--- src/rtl/sequence_generator.sv ---
// rtl/sequence_generator.sv - repeats a fixed pattern MSB-first on a valid/ready bit stream with idle gaps
// Optional abort input is enabled by defining SEQ_GEN_ABORT_EN.
module sequence_generator #(
  parameter int                   SEQ_WIDTH   = 4,
  parameter logic [SEQ_WIDTH-1:0] SEQ_PATTERN = 4'b1001,
  parameter int                   GAP_LEN     = 2,
  parameter int                   CNT_WIDTH   = 8
) (
  input  logic                 clk,
  input  logic                 rst_n,
  input  logic                 start,
  input  logic [CNT_WIDTH-1:0] repeat_cnt,
`ifdef SEQ_GEN_ABORT_EN
  input  logic                 abort,
`endif
  input  logic                 out_ready,
  output logic                 out_valid,
  output logic                 out_stream,
  output logic                 busy,
  output logic                 done
);

  localparam int IW = (SEQ_WIDTH > 1) ? $clog2(SEQ_WIDTH) : 1;
  localparam int GW = (GAP_LEN > 1) ? $clog2(GAP_LEN) : 1;
  localparam logic [IW-1:0] IDX_MSB  = IW'(SEQ_WIDTH - 1);
  localparam logic [GW-1:0] GAP_LAST = GW'((GAP_LEN > 0) ? GAP_LEN - 1 : 0);

  typedef enum logic [1:0] {S_IDLE, S_SEND, S_GAP, S_FIN} state_t;

  state_t               state_q, state_d;
  logic [IW-1:0]        idx_q, idx_d, idx_dec;
  logic [CNT_WIDTH-1:0] copies_q, copies_d;
  logic [GW-1:0]        gap_q, gap_d;
  logic                 out_valid_q, out_valid_d;
  logic                 out_stream_q, out_stream_d;
  logic                 busy_q, busy_d;
  logic                 done_q, done_d;
  logic                 abort_w;

`ifdef SEQ_GEN_ABORT_EN
  assign abort_w = abort;
`else
  assign abort_w = 1'b0;
`endif

  assign idx_dec = idx_q - 1'b1;

  // copies_q counts the copies still owed after the one currently on the wire
  always_comb begin
    state_d      = state_q;
    idx_d        = idx_q;
    copies_d     = copies_q;
    gap_d        = gap_q;
    out_valid_d  = out_valid_q;
    out_stream_d = out_stream_q;
    busy_d       = busy_q;
    done_d       = 1'b0;
    case (state_q)
      S_IDLE: begin
        if (start) begin
          if (repeat_cnt != '0) begin
            state_d      = S_SEND;
            idx_d        = IDX_MSB;
            copies_d     = repeat_cnt - 1'b1;
            out_valid_d  = 1'b1;
            out_stream_d = SEQ_PATTERN[IDX_MSB];
            busy_d       = 1'b1;
          end else begin
            state_d = S_FIN;
            done_d  = 1'b1;
          end
        end
      end
      S_SEND: begin
        if (abort_w) begin
          state_d      = S_FIN;
          out_valid_d  = 1'b0;
          out_stream_d = 1'b0;
          busy_d       = 1'b0;
          done_d       = 1'b1;
        end else if (out_ready) begin
          if (idx_q != '0) begin
            idx_d        = idx_dec;
            out_stream_d = SEQ_PATTERN[idx_dec];
          end else if (copies_q == '0) begin
            state_d      = S_FIN;
            out_valid_d  = 1'b0;
            out_stream_d = 1'b0;
            busy_d       = 1'b0;
            done_d       = 1'b1;
          end else begin
            copies_d = copies_q - 1'b1;
            if (GAP_LEN > 0) begin
              state_d      = S_GAP;
              gap_d        = GAP_LAST;
              out_valid_d  = 1'b0;
              out_stream_d = 1'b0;
            end else begin
              idx_d        = IDX_MSB;
              out_stream_d = SEQ_PATTERN[IDX_MSB];
            end
          end
        end
      end
      S_GAP: begin
        if (abort_w) begin
          state_d      = S_FIN;
          out_valid_d  = 1'b0;
          out_stream_d = 1'b0;
          busy_d       = 1'b0;
          done_d       = 1'b1;
        end else if (gap_q == '0) begin
          state_d      = S_SEND;
          idx_d        = IDX_MSB;
          out_valid_d  = 1'b1;
          out_stream_d = SEQ_PATTERN[IDX_MSB];
        end else begin
          gap_d = gap_q - 1'b1;
        end
      end
      S_FIN: begin
        state_d = S_IDLE;
      end
      default: begin
        state_d      = S_IDLE;
        out_valid_d  = 1'b0;
        out_stream_d = 1'b0;
        busy_d       = 1'b0;
      end
    endcase
  end

  always_ff @(posedge clk or negedge rst_n) begin
    if (!rst_n) begin
      state_q      <= S_IDLE;
      idx_q        <= '0;
      copies_q     <= '0;
      gap_q        <= '0;
      out_valid_q  <= 1'b0;
      out_stream_q <= 1'b0;
      busy_q       <= 1'b0;
      done_q       <= 1'b0;
    end else begin
      state_q      <= state_d;
      idx_q        <= idx_d;
      copies_q     <= copies_d;
      gap_q        <= gap_d;
      out_valid_q  <= out_valid_d;
      out_stream_q <= out_stream_d;
      busy_q       <= busy_d;
      done_q       <= done_d;
    end
  end

  assign out_valid  = out_valid_q;
  assign out_stream = out_stream_q;
  assign busy       = busy_q;
  assign done       = done_q;

endmodule

--- config.mk ---
export PLATFORM = sky130hd
export DESIGN_NAME = sequence_generator
export DESIGN_NICKNAME = d
export VERILOG_FILES = /design/src/rtl/sequence_generator.sv
export SDC_FILE = /design/constraint.sdc
export NUM_CORES = 1
export LEC_CHECK = 0
export BUFFER_PORTS_ARGS = -buffer_cell sky130_fd_sc_hd__buf_4
export CORE_MARGIN = 2
export CORE_UTILIZATION = 50
export CTS_BUF_LIST = sky130_fd_sc_hd__clkbuf_8
export CTS_CLUSTER_DIAMETER = 200
export DETAILED_ROUTE_END_ITERATION = 10
export PLACE_DENSITY = 0.78
export SLEW_MARGIN = 20
export SYNTH_ARGS = -nofsm -noshare
export SYNTH_HDL_FRONTEND = slang
export SYNTH_SLANG_ARGS = --single-unit
--- constraint.sdc ---
create_clock -name clk -period 5.6 [get_ports clk]
set_input_delay 1.12 -clock clk [delete_from_list [all_inputs] [get_ports clk]]
set_output_delay 1.12 -clock clk [all_outputs]
set_load 0.02 [all_outputs]
# Yosys cells after proc, flatten, opt, wreduce, memory -nomap -nowiden
# Index checks and enable logic that the tools add are counted.
[op_classes] n_addsub=4 order_cmp=1 eq_ne=11 mux=45 reduce_logical=14
[ops] op="8-bit 2-to-1 mux" n=5
[ops] op="6-bit AND reduction" n=4
[ops] op="1-bit 2-to-1 mux" n=21
[ops] op="2-bit 2-to-1 mux" n=10
[ops] op="2-bit != test, second input constant" n=8
[ops] op="8-bit one-hot mux with 2 select lines" n=1
[ops] op="8-bit by 1-bit subtractor with 8-bit output, second input constant" n=2
[ops] op="8-bit logical NOT" n=1
[ops] op="2-bit one-hot mux with 4 select lines" n=1
[ops] op="4-bit AND reduction" n=2
[ops] op="8-bit nonzero test" n=1
[ops] op="1-bit one-hot mux with 2 select lines" n=3
[ops] op="1-bit one-hot mux with 3 select lines" n=2
[ops] op="2-bit one-hot mux with 3 select lines" n=1
[ops] op="2-bit nonzero test" n=3
[ops] op="5-bit AND reduction" n=1
[ops] op="2-bit equality test, second input constant" n=2
[ops] op="2-bit by 3-bit < comparator with 1-bit output, second input constant" n=1
[ops] op="3-bit nonzero test" n=1
[ops] op="1-bit binary-select mux with 2-bit select" n=1
[ops] op="2-bit by 1-bit equality test with 1-bit output, second input constant" n=1
[ops] op="2-bit logical NOT" n=1
[ops] op="2-bit by 1-bit subtractor with 2-bit output, second input constant" n=1
[ops] op="1-bit subtractor, second input constant" n=1
[word_totals] ff_bits=17 in_bits=12 output_inout_bits=4 elab_cells=83

# Longest topological paths before layout
[depth] ltp_word=6 depth_mapped=12 ltp_nobuf=9

# Least setup slack after synthesis
# No wires, ideal clock.
[synth_timing] path_type="input -> register" start="in repeat_cnt[5]" end="reg out_stream_q, in the netlist out_stream" setup_ps=125 arrival_time_ps=2545 t_required_ps=5475 setup_slack_ps=2930 cell_stages=5 n_path_buf=0 path_cell_list="or4_4 -> nor3_1 -> a21oi_1 -> o21ai_0 -> mux2_2"
[synth_between] elab_chain_len=3
[synth_lines] item="start: declaration" line="12" text="input logic [CNT_WIDTH-1:0] repeat_cnt,"
[synth_lines] item="8-bit nonzero test" line="61" text="if (repeat_cnt != '0) begin"
[synth_lines] item="2-bit != test (no line)"
[synth_lines] item="5-bit AND reduction (no line)"
[synth_lines] item="end signal: assignment" line="149" text="out_stream_q <= out_stream_d;"
[synth_lines] item="end: declaration" line="35" text="logic out_stream_q, out_stream_d;"
# No other way between the ends.
# A chain may end at the register's enable or synchronous reset.

# Worst setup path after layout
# Same ends and word-level chain as after synthesis.

==> metrics.yaml <==
timing.final.crit_share_pct: 47.9
cts_resized: 0
nNetsFinal: 176
row_count: 18
cts_tree: "built"
synthFlopType: "dfrtp_1"
worstPathArrival_ps: 2820
place_congestion: 0.821
vias: 1105
synth_cell_types: 44
max_freq_ghz: 0.373
synth-seq-cells: 17
wire_per_inst_um: 14.4
status: "finished clean"
final_cells: 185
syn_inst: 139
critPathKind: "input port to flip-flop"
dp_hpwl_um: 2030
drtAntennaViolNets: 0
relSlewSlack_pct: 61.1
antenna_found_initial: 0
syn_to_final_growth_pct: 13.9
min_period_ps: 2680
drive_gt1_share_pct: 18.1
worstPathRequired_ps: 5740
die_w_um: 53.8
maxCapViolCount: 0
die_h_um: 53.8
die-area_um2: 2900
start_kind: "input port"
io_buffers: 15
dr.pass1.iters: 4
worst-path-max-fanout: 5
final_hold_viol_count: 0
grt-ovfl-total: 0
rsz0062_at_grt: "false"
core_area_um2: 2410
cts_setup_buffers: 0
worst_setup_path_end_kind: "flip-flop"
grt_pass1_wl_um: 4440
cts-buffers-inserted: 3
leakagePower_uw: 0.000619
worst_slack_ps: 2920
synth.yosys.warnings: 0
start_util_pct: 51.5
worstHoldPathType: "flip-flop to flip-flop"
hold_buffers: 0
placedCellCount: 181
grt_pass1_vias: 1011
root_buffer: "clkbuf_8"
synth.cell_area_um2: 1240
synth_nets: 159
drt_iter0_drc: 17
worst_pin_slew_ps: 576
p_per_area_nw_per_um2: 520
pin_count: 16
clock_skew_ps: 3.58
vias_per_cell: 5.97
drt_drc_violations_left: 0
routed_wl_um: 2660
cts_buffer_depth: 2
ys_seq_area_share_pct: 34.3
clock_latency_ps: 250
setup_viol: 0
synth.avg_cell_area_um2: 8.93
antennaDiodeCount: 0
cts_sinks: 17
setup_tns_ps: 0
grt_start_max_net_pins: 26
path_clk_slew_ps: 70
finalMaxSlewViolations: 0
synthArstFlopShare_pct: 100
pre_cts_ws_ps: 2690
cts_htree_levels: 1
synth_edf_count: 0
grtUsageTotal_pct: 21.0
ir_drop_mv: 0.308
per-layer routing:
| metal | share of wire [%] | GRT usage [%] | vias to the layer above |
|---|---|---|---|
| li1 | - | - | 547 |
| met1 | 45 | 26.2 | 535 |
| met2 | 51 | 37.8 | 20 |
| met3 | 3.2 | 2.78 | 3 |
| met4 | 0.94 | 5.13 | 0 |
| met5 | 0 | 0 | - |
worst max-delay path, stage by stage:
cell,delay [ps]
buf_4,130
or4_4,550
nor3_1,370
a21oi_1,150
o21ai_0,140
mux2_2,360
stage by stage:
| step | total power, µW | util (%) | instance area (µm²) | hold WS, ps |
|---|---|---|---|---|
| floorplan | 548 | - | 1240 | 449 |
| global placement | 621 | 56.7 | 1370 | 465 |
| detailed placement | 641 | 56.7 | 1370 | 488 |
| CTS | 737 | 58.7 | 1410 | 505 |
| global route | 808 | 58.7 | 1410 | 537 |
| finish | 736 | 58.7 | 1410 | 491 |
final timing paths:
check,start,cells past startpoint,to,slack [ps]
max in group asynchronous,rst_n,1,busy,4690
min,gap_q,2,gap_q,490
min in group asynchronous,rst_n,1,copies_q[6],720
max,repeat_cnt[5],6,out_stream,2920
max reg2reg,state_q[1],8,copies_q[7],2940
min reg2reg,gap_q,2,gap_q,490
Yosys cell counts, types with 2 or more instances:
master    number  area share [%]
nand2_1       18             5.4
dfrtp_1       17              34
o21ai_0       11             4.4
ha_1           8             8.1
inv_1          8             2.4
nor2_1         8             2.4
o22ai_1        7             3.5
a21oi_1        6             2.4
mux2i_1        5             4.0
nand3_1        3             1.2
nand3b_1       3             1.8
nor3_1         3             1.2
o211ai_1       3             1.8
xnor2_1        3             2.1
a21boi_0       2             1.2
a22oi_1        2             1.2
buf_6          2             1.8
nor4_1         2             1.0
or2_2          2             1.0
or3_1          2             1.0
sequential cells by signal (all words and copies together), names as in the netlist:
name,flops
busy,1
copies_q,8
done,1
gap_q,1
idx_q,2
out_stream,1
out_valid,1
state_q,2
report_power, final:
group | switching [µW] | internal, µW | total (µW)
registers | 50.0 | 176 | 226
clock network | 44.0 | 49.4 | 93.4
logic | 239 | 177 | 416
total | 333 | 403 | 736
placed cells by master (no fill, tap or decap), drive strengths merged, types with 2 or more instances in the layout:
cell,instances
a21boi,2
inv,8
clkbuf,3
o21ai,11
a21oi,6
ha,8
nand3,3
a22oi,2
mux2i,5
nor2,8
nand3b,3
or3,3
o211ai,4
xnor2,3
buf,16
or2,2
o22ai,7
nor3,3
nor4,2
nand2,18
dfrtp,17
kinds of logic after synthesis:
family	share of synthesized area [%]
muxes	4.94
buffers and inverters	4.94
adders and majority gates	8.06
DFF	34.3
and+or+nand+nor	19.4
AOI/OAI and AO/OA	25.6
xor gates and xnor gates	2.82
layout make-up:
class | instances | area, µm²
repair buffers | 16 | 120
clock inverters | 1 | 5.00
flip-flops and latches | 17 | 425
well taps | 30 | 37.5
fillers | 216 | 996
inverters | 8 | 30.0
multi-input cells | 110 | 754
clock buffers | 3 | 41.3
(Power assumes the default switching activity.)
